**src/rtl/edac_scrubber.sv**
```systemverilog
// Background scrubber for the (39,32) SEC-DED buffer: walks every word, writes back
// single-bit corrections, and counts and flags uncorrectable words for the CPU.
module edac_scrubber #(
    parameter int ADDR_W = 10,
    parameter int DEPTH  = 1024
) (
    input  logic              clk,
    input  logic              reset_n,
    input  logic              enable,
    input  logic [15:0]       period,
    input  logic              clr_cnt,
    output logic              req,
    input  logic              gnt,
    output logic [ADDR_W-1:0] addr,
    output logic              rd_en,
    input  logic [38:0]       rd_data,
    output logic              wr_en,
    output logic [38:0]       wr_data,
    output logic [15:0]       sbe_cnt,
    output logic [15:0]       dbe_cnt,
    output logic              dbe_flag,
    output logic [ADDR_W-1:0] dbe_addr,
    output logic              pass_done
);

    // Weight-3 check columns shared with the encoder, data bit 0 in the low 7 bits.
    localparam logic [223:0] COLS = {
        7'h62, 7'h61, 7'h58, 7'h54, 7'h52, 7'h51, 7'h4C, 7'h4A,
        7'h49, 7'h46, 7'h45, 7'h34, 7'h32, 7'h31, 7'h2C, 7'h2A,
        7'h29, 7'h26, 7'h25, 7'h23, 7'h1A, 7'h19, 7'h16, 7'h15,
        7'h13, 7'h0E, 7'h0D, 7'h0B, 7'h1C, 7'h43, 7'h38, 7'h07
    };
    localparam logic [ADDR_W-1:0] LAST_ADDR = ADDR_W'(DEPTH - 1);

    typedef enum logic [2:0] {
        S_IDLE, S_WAIT, S_REQ, S_READ, S_CAPT, S_CHECK, S_WRITE, S_NEXT
    } state_t;

    state_t      state;
    logic [15:0] timer;
    logic [38:0] word_p0;
    logic [6:0]  chk_p0;
    logic [6:0]  syn_p0;
    logic [38:0] corr_p0;
    logic        sbe_p0;
    logic        dbe_p0;

    function automatic logic [6:0] calc_check(input logic [31:0] d);
        logic [6:0] c;
        c = 7'd0;
        for (int i = 0; i < 32; i++) begin
            if (d[i]) c = c ^ COLS[i*7 +: 7];
        end
        return c;
    endfunction

    function automatic logic [15:0] sat_inc(input logic [15:0] c);
        return (c == 16'hFFFF) ? c : c + 16'd1;
    endfunction

    // Capture stage: the memory answers one cycle after the read strobe.
    always_ff @(posedge clk) begin
        if (state == S_CAPT) word_p0 <= rd_data;
    end

    // Decode stage: single-cycle syndrome classification of the captured word.
    always_comb begin
        chk_p0  = calc_check(word_p0[38:7]);
        syn_p0  = chk_p0 ^ word_p0[6:0];
        corr_p0 = word_p0;
        sbe_p0  = 1'b0;
        dbe_p0  = 1'b0;
        if (syn_p0 != 7'd0) begin
            if ($countones(syn_p0) == 1) begin
                corr_p0[6:0] = chk_p0;
                sbe_p0       = 1'b1;
            end else begin
                for (int i = 0; i < 32; i++) begin
                    if (syn_p0 == COLS[i*7 +: 7]) begin
                        corr_p0[i+7] = ~word_p0[i+7];
                        sbe_p0       = 1'b1;
                    end
                end
                dbe_p0 = ~sbe_p0;
            end
        end
    end

    always_ff @(posedge clk or negedge reset_n) begin
        if (!reset_n) begin
            state     <= S_IDLE;
            timer     <= 16'd0;
            req       <= 1'b0;
            addr      <= '0;
            rd_en     <= 1'b0;
            wr_en     <= 1'b0;
            wr_data   <= 39'd0;
            sbe_cnt   <= 16'd0;
            dbe_cnt   <= 16'd0;
            dbe_flag  <= 1'b0;
            dbe_addr  <= '0;
            pass_done <= 1'b0;
        end else begin
            rd_en     <= 1'b0;
            wr_en     <= 1'b0;
            pass_done <= 1'b0;
            case (state)
                S_IDLE: begin
                    if (enable) begin
                        if (period == 16'd0) begin
                            state <= S_REQ;
                            req   <= 1'b1;
                        end else begin
                            timer <= period;
                            state <= S_WAIT;
                        end
                    end
                end
                S_WAIT: begin
                    if (timer <= 16'd1) begin
                        timer <= 16'd0;
                        state <= S_REQ;
                        req   <= 1'b1;
                    end else begin
                        timer <= timer - 16'd1;
                    end
                end
                S_REQ: begin
                    req <= 1'b1;
                    if (gnt) begin
                        state <= S_READ;
                        rd_en <= 1'b1;
                    end
                end
                S_READ: begin
                    state <= gnt ? S_CAPT : S_REQ;
                end
                S_CAPT: begin
                    state <= gnt ? S_CHECK : S_REQ;
                end
                S_CHECK: begin
                    // A revoked grant discards the word; it is re-read and counted later.
                    if (!gnt) begin
                        state <= S_REQ;
                    end else if (sbe_p0) begin
                        sbe_cnt <= sat_inc(sbe_cnt);
                        wr_en   <= 1'b1;
                        wr_data <= corr_p0;
                        state   <= S_WRITE;
                    end else begin
                        if (dbe_p0) begin
                            dbe_cnt  <= sat_inc(dbe_cnt);
                            dbe_flag <= 1'b1;
                            dbe_addr <= addr;
                        end
                        req   <= 1'b0;
                        state <= S_NEXT;
                    end
                end
                S_WRITE: begin
                    req   <= 1'b0;
                    state <= S_NEXT;
                end
                S_NEXT: begin
                    if (addr == LAST_ADDR) begin
                        addr      <= '0;
                        pass_done <= 1'b1;
                    end else begin
                        addr <= addr + 1'b1;
                    end
                    if (!enable) begin
                        state <= S_IDLE;
                    end else if (period == 16'd0) begin
                        state <= S_REQ;
                        req   <= 1'b1;
                    end else begin
                        timer <= period;
                        state <= S_WAIT;
                    end
                end
                default: begin
                    state <= S_IDLE;
                    req   <= 1'b0;
                end
            endcase
            if (clr_cnt) begin
                sbe_cnt  <= 16'd0;
                dbe_cnt  <= 16'd0;
                dbe_flag <= 1'b0;
            end
        end
    end

endmodule

```
**config.mk**
```make
export PLATFORM = sky130hd
export DESIGN_NAME = edac_scrubber
export DESIGN_NICKNAME = d
export VERILOG_FILES = /design/src/rtl/edac_scrubber.sv
export SDC_FILE = /design/constraint.sdc
export NUM_CORES = 1
export LEC_CHECK = 0
export CORE_MARGIN = 2
export CORE_UTILIZATION = 45
export DETAILED_ROUTE_END_ITERATION = 8
export PLACE_DENSITY = 0.7
export REMOVE_ABC_BUFFERS = 1
export SLEW_MARGIN = 20
export SYNTH_ARGS = -nofsm -noshare
export SYNTH_HDL_FRONTEND = slang
export SYNTH_SLANG_ARGS = --single-unit
```
**constraint.sdc**
```tcl
create_clock -name clk -period 9.4 [get_ports clk]
set_input_delay 1.88 -clock clk [delete_from_list [all_inputs] [get_ports clk]]
set_output_delay 1.88 -clock clk [all_outputs]
set_load 0.1 [all_outputs]
```
Yosys cells after proc, flatten, opt, wreduce, memory -nomap -nowiden:

Index checks and enable logic that the tools add are counted.

* magnitude comparators: 1
* equal/unequal tests: 54
* reduce and logical (&&, ||, !) cells: 18
* add/subtract/negate cells: 10
* bitwise logic cells: 66
* mux-type cells: 149

Operators with widths (number)
* 16-bit 2-to-1 mux: 14
* 7-bit 2-to-1 mux: 13
* 3-bit inverter: 30
* 1-bit 2-to-1 mux: 88
* 7-bit equality test, second input constant: 12
* 7-bit by 6-bit equality test with 1-bit output, second input constant: 10
* 6-bit 2-to-1 mux: 10
* 7-bit by 5-bit equality test with 1-bit output, second input constant: 6
* 39-bit 2-to-1 mux: 1
* 1-bit inverter: 34
* 16-bit by 1-bit adder with 16-bit output, second input constant: 2
* 16-bit equality test, second input constant: 2
* 32-bit 2-to-1 mux: 1
* 16-bit one-hot mux with 2 select lines: 1
* 5-bit 2-to-1 mux: 6
* 3-bit 2-to-1 mux: 8
* 3-bit one-hot mux with 8 select lines: 1
* 7-bit by 4-bit equality test with 1-bit output, second input constant: 3
* 2-bit != test, second input constant: 9
* 16-bit by 1-bit less-or-equal comparator with 1-bit output, second input constant: 1
* 16-bit logical NOT: 1
* 16-bit by 1-bit subtractor with 16-bit output, second input constant: 1
* 3-bit equality test, second input constant: 4
* 4-bit 2-to-1 mux: 3
* other kinds (25): 37

* register bits after elaboration: 154
* output and inout bits: 96
* logic and storage cells: 311
* input bits: 60

Logic depth before layout (Yosys ltp):

* word-level depth: 106
* gate-level depth with buffers: 22

Least setup slack after synthesis:

OpenSTA, ideal clock, no wires.

* path type: register to register
* start point: reg word_p0[18]
* end point: reg sbe_cnt[13]
* data required time: 9.322 ns
* path buffers: 3
* setup time: 0.078 ns
* period minus slack after synthesis: 5.466 ns
* cell stages (with the launch flop): 18
* arrival: 5.388 ns
* slack: 3.934 ns
* cell sequence: edfxtp_1 -> xnor3_1 -> xor3_1 -> xor3_1 -> inv_2 -> buf_6 -> fa_1 -> fa_1 -> fa_1 -> fa_1 -> nor3b_2 -> nor4_1 -> and3_1 -> a21o_1 -> buf_6 -> buf_6 -> or4_1 -> a21oi_1

* cells in the longest elaborated chain, start to end: 69
* elaborated cells on any way between the ends: 117
* classes of those cells: 6 x add/sub; 33 x eq/ne; 57 x mux; 18 x bitwise; 3 x reduce/logical

RTL lines
* start: declaration: RTL line 41 `logic [38:0] word_p0;`
* start signal: assignment: RTL line 63 `if (state == S_CAPT) word_p0 <= rd_data;`
* 5-bit 2-to-1 mux (*): RTL line 52 `if (d[i]) c = c ^ COLS[i*7 +: 7];`
* 3-bit inverter (no source line)
* 6-bit 2-to-1 mux (*) (2 in series): RTL line 52
* 3-bit inverter (no source line)
* 6-bit 2-to-1 mux (*) (2 in series): RTL line 52
* 3-bit inverter (no source line)
* 6-bit 2-to-1 mux (*) (3 in series): RTL line 52
* 3-bit inverter (no source line)
* [18 not listed]
* 7-bit by 3-bit equality test with 1-bit output: RTL line 79 `if (syn_p0 == COLS[i*7 +: 7]) begin`
* 1-bit 2-to-1 mux (32 in series): RTL line 79
* 1-bit 2-to-1 mux: RTL line 74 `if ($countones(syn_p0) == 1) begin`
* 1-bit 2-to-1 mux: RTL line 73 `if (syn_p0 != 7'd0) begin`
* 1-bit 2-to-1 mux: RTL line 74
* 1-bit 2-to-1 mux (*): RTL line 73
* 2-bit nonzero test (no source line) (*)
* 4-bit AND reduction (no source line) (*)
* end signal: assignment: RTL line 146 `sbe_cnt <= sat_inc(sbe_cnt);`
* end: declaration: RTL line 19 `output logic [15:0] sbe_cnt,`

Mark *: on every way between the ends. The rest lies on a longest branch, timed or not. The select of a mux whose other input is x is not followed.
A chain may end at the register's enable or synchronous reset.

Final worst setup path:

* start point: reg word_p0[18]
* end point: reg sbe_cnt[5]

Same word-level chain as after synthesis.

==> flow_metrics.py <==
metrics = {
    "status": {
        "status": "completed",
    },
    "timing": {
        "period_share_pct": 72.3,
        "setup_viol": 0,
        "rsz0062_at_grt": "no",
        "whs_ps": 485,
        "fin_skew_ps": 18.1,
        "tightest_slew_ps": 1020,
        "finalHoldViolCount": 0,
        "period_needed_ps": 6800,
        "fmax_ghz": 0.147,
        "timing.setup.tns_ps": 0,
        "worst_slack_ps": 2600,
        "maxSlewHeadroom_pct": 32.1,
        "slew_violations": 0,
    },
    "synthesis": {
        "ys_top_cells_by_area": "dfrtp_1 (33%), edfxtp_1 (14%), xnor2_1 (8.5%), o21ai_0 (4.5%), nand2_1 (3.6%)",
        "ys_types": 59,
        "syn_inst": 858,
        "ys_async_sr_fraction_pct": 74.7,
        "synth_fa_ha_area_share_pct": 2.24,
        "synth_top_family_by_area": "simple AND/OR/NAND/NOR gates",
        "ys.flop_type": "dfrtp_1",
        "synth-simple-area-share_pct": 15.8,
        "syn_area_um2": 8620,
        "yosysSeqAreaShare_pct": 47.0,
        "synth_xor_area_share_pct": 15.3,
        "synth_top_area_cell": "dfrtp_1",
        "synth_compound_area_share_pct": 13.5,
        "synth_edf_count": 39,
        "ys_seq_elements": 154,
        "synth_area_per_cell_um2": 10.0,
        "yosysWarnings": 0,
        "synthMuxAreaShare_pct": 2.51,
        "netlist.area_leader.share_pct": 33.4,
    },
    "global_route": {
        "track_usage_pct": 21.7,
        "grt_pass1_wl_um": 34800,
        "antenna_found_initial": 0,
        "grt_use_met1_pct": 31.3,
        "grt_remaining_overflow": 0,
        "grt_pass1_vias": 6749,
        "grt_max_degree": 78,
        "grtUsageMet2_pct": 33.4,
        "grt.busiest_layer": "met2",
        "grt_util_met3_pct": 3.87,
    },
    "floorplan": {
        "core_um2": 18800,
        "rows": 50,
        "initial_core_util_pct": 45.9,
        "dieArea_um2": 20300,
        "top_level_ports": 156,
        "die_w_um": 142,
        "die_h_um": 142,
    },
    "critical_path": {
        "critPathLaunchType": "flop",
        "path_class": "reg -> reg",
        "endpoint_kind": "flop",
        "cp.required_ps": 9760,
        "slowest_stage": "xor3_1",
        "crit_path_cell_trace": "xnor3_1 -> xor3_1 -> xor3_1 -> inv_2 -> fa_1 -> fa_1 -> fa_1 -> fa_1 -> nor3b_2 -> nor4_1 -> and3_1 -> a21o_2 -> buf_4 -> or4_1 -> a21oi_1",
        "critPathTopFamily": "adder cells",
        "worstPathArrival_ps": 7160,
        "path_buf_inv": 2,
        "max_stage_delay_ps": 730,
        "critical_path.most_common_cell": "fa_1",
        "worstPathMaxFanout": 54,
    },
    "clocking": {
        "cts_hold_buffers": 0,
        "cts_resized": 0,
        "htree_num_levels": 4,
        "clock-root-buffer": "clkbuf_16",
        "clk_latency_ps": 440,
        "cts_sinks": 154,
        "cts_tree": "built",
        "clk_pin_slew_ps": 70,
        "cts_buffers": 17,
        "post_cts_buffers": 0,
        "clockBufferDepth": 2,
    },
    "finish": {
        "mostFrequentLayoutCell": "clkdlybuf4s50_1",
        "nNetsFinal": 1066,
        "syn2layout_area_growth_pct": 27.0,
        "final_cell_mix": "clkdlybuf4s50_1 (154), dfrtp_1 (115), xnor2_1 (84), nand2_1 (82), o21ai_0 (78)",
        "final_area_um2": 10900,
        "drive_gt1_share_pct": 6.86,
        "diodes": 0,
    },
    "drt": {
        "firstDrtPassIters": 5,
        "final_antenna_net_count": 0,
        "drc": 0,
        "via_per_inst": 5.56,
        "vias": 6899,
        "routed_wl_um": 21400,
        "avgRoutedWirePerCell_um": 17.3,
        "dr.first_iter.drc_count": 475,
    },
    "power_and_ir_drop": {
        "power.leakage_nw": 4.22,
        "vdd_drop_max_v": 0.000241,
        "powerDensity_nw_per_um2": 358,
    },
    "place": {
        "io_buffers": 155,
        "placed_area_um2": 10300,
        "hpwlAfterDp_um": 15300,
        "place_ws_ps": 2680,
        "gp_congestion": 0.900,
    },
    "hold_path": {
        "hp-class": "reg -> reg",
    },
    "run": {
        "drv_cap": 0,
    },
}
## flip-flops by register name, summed over array words and instances (netlist names)
signal     cells
addr          10
dbe_flag       1
dbe_addr      10
wr_en          1
rd_en          1
dbe_cnt       16
word_p0       39
req            1
sbe_cnt       16
pass_done      1
state          3
timer         16
wr_data       39
## cells in the mapped netlist (all sizes together) (5+ instances only)
| cell | count |
|---|---|
| dfrtp | 115 |
| xnor2 | 84 |
| nand2 | 82 |
| o21ai | 80 |
| nor2 | 67 |
| a21oi | 52 |
| edfxtp | 39 |
| nand3 | 37 |
| inv | 30 |
| clkbuf | 29 |
| xor2 | 19 |
| nand4 | 17 |
| nor3 | 15 |
| buf | 14 |
| nor4 | 14 |
| mux2 | 13 |
| a32oi | 9 |
| and3 | 9 |
| ha | 9 |
| o31ai | 9 |
| or4 | 9 |
| xnor3 | 9 |
| xor3 | 9 |
| mux2i | 7 |
| o22ai | 7 |
| a211oi | 6 |
| or3 | 6 |
| a21o | 5 |
| a31o | 5 |
## metal layers
| layer | vias up | wire length, um |
|---|---|---|
| met2 | 207 | 9960 |
| met4 | 0 | 307 |
| met5 | - | 0 |
| met1 | 3322 | 10100 |
| li1 | 3342 | - |
| met3 | 28 | 1070 |
## through the flow
stage	total power [W]	utilization (%)	std cells
3_3_place_gp	0.00317	54.8	1207
4_1_cts	0.00391	58.1	1239
5_1_grt	0.00414	58.3	1240
6_report	0.00391	58.3	1240
2_1_floorplan	0.00262	-	815
3_5_place_dp	0.00319	54.9	1207
## worst reg2reg max path, stage by stage, from the launching register on
cell      delay [ps]
edfxtp_1         460
xnor3_1          460
xor3_1           470
xor3_1           730
inv_2            240
fa_1             550
fa_1             430
fa_1             390
fa_1             450
nor3b_2          580
nor4_1           180
and3_1           210
a21o_2           490
buf_4            410
or4_1            540
a21oi_1          160
## where the power goes
group	internal, W	total [W]	switching (W)
registers	0.000826	0.000942	0.000115
clock network	0.000401	0.000705	0.000304
logic	0.000672	0.00227	0.00159
total	0.00190	0.00391	0.00201
## logic make-up (layout without fill, tap and decap cells)
kind of cell / count (synthesis) / after routing
simple gates: 281 / 281
compound gates: 195 / 195
flops: 154 / 154
xor+xnor: 121 / 121
buf+inv: 74 / 222
mux: 20 / 20
fa+ha+maj: 13 / 13
## area by class of cell
type                       count  area (um2)
tap                          234         293
timing repair buffer         159        1600
multi-input combinational    630        4270
fill                        1638        7830
clock inverter                15         181
sequential                   154        4050
inverter                      31         116
clock buffer                  17         425
## worst paths after layout
check	cells past startpoint	from	endpoint	slack, ps
setup / recovery	15	word_p0[18]	sbe_cnt[5]	2600
hold / removal	2	wr_data[17]	wr_data[17]	480
setup reg to reg	15	word_p0[18]	sbe_cnt[5]	2600
hold reg to reg	2	wr_data[17]	wr_data[17]	480
max in group asynchronous	2	reset_n	dbe_cnt[14]	6890
min in group asynchronous	1	reset_n	timer[12]	1430
(Power assumes the default switching activity.)
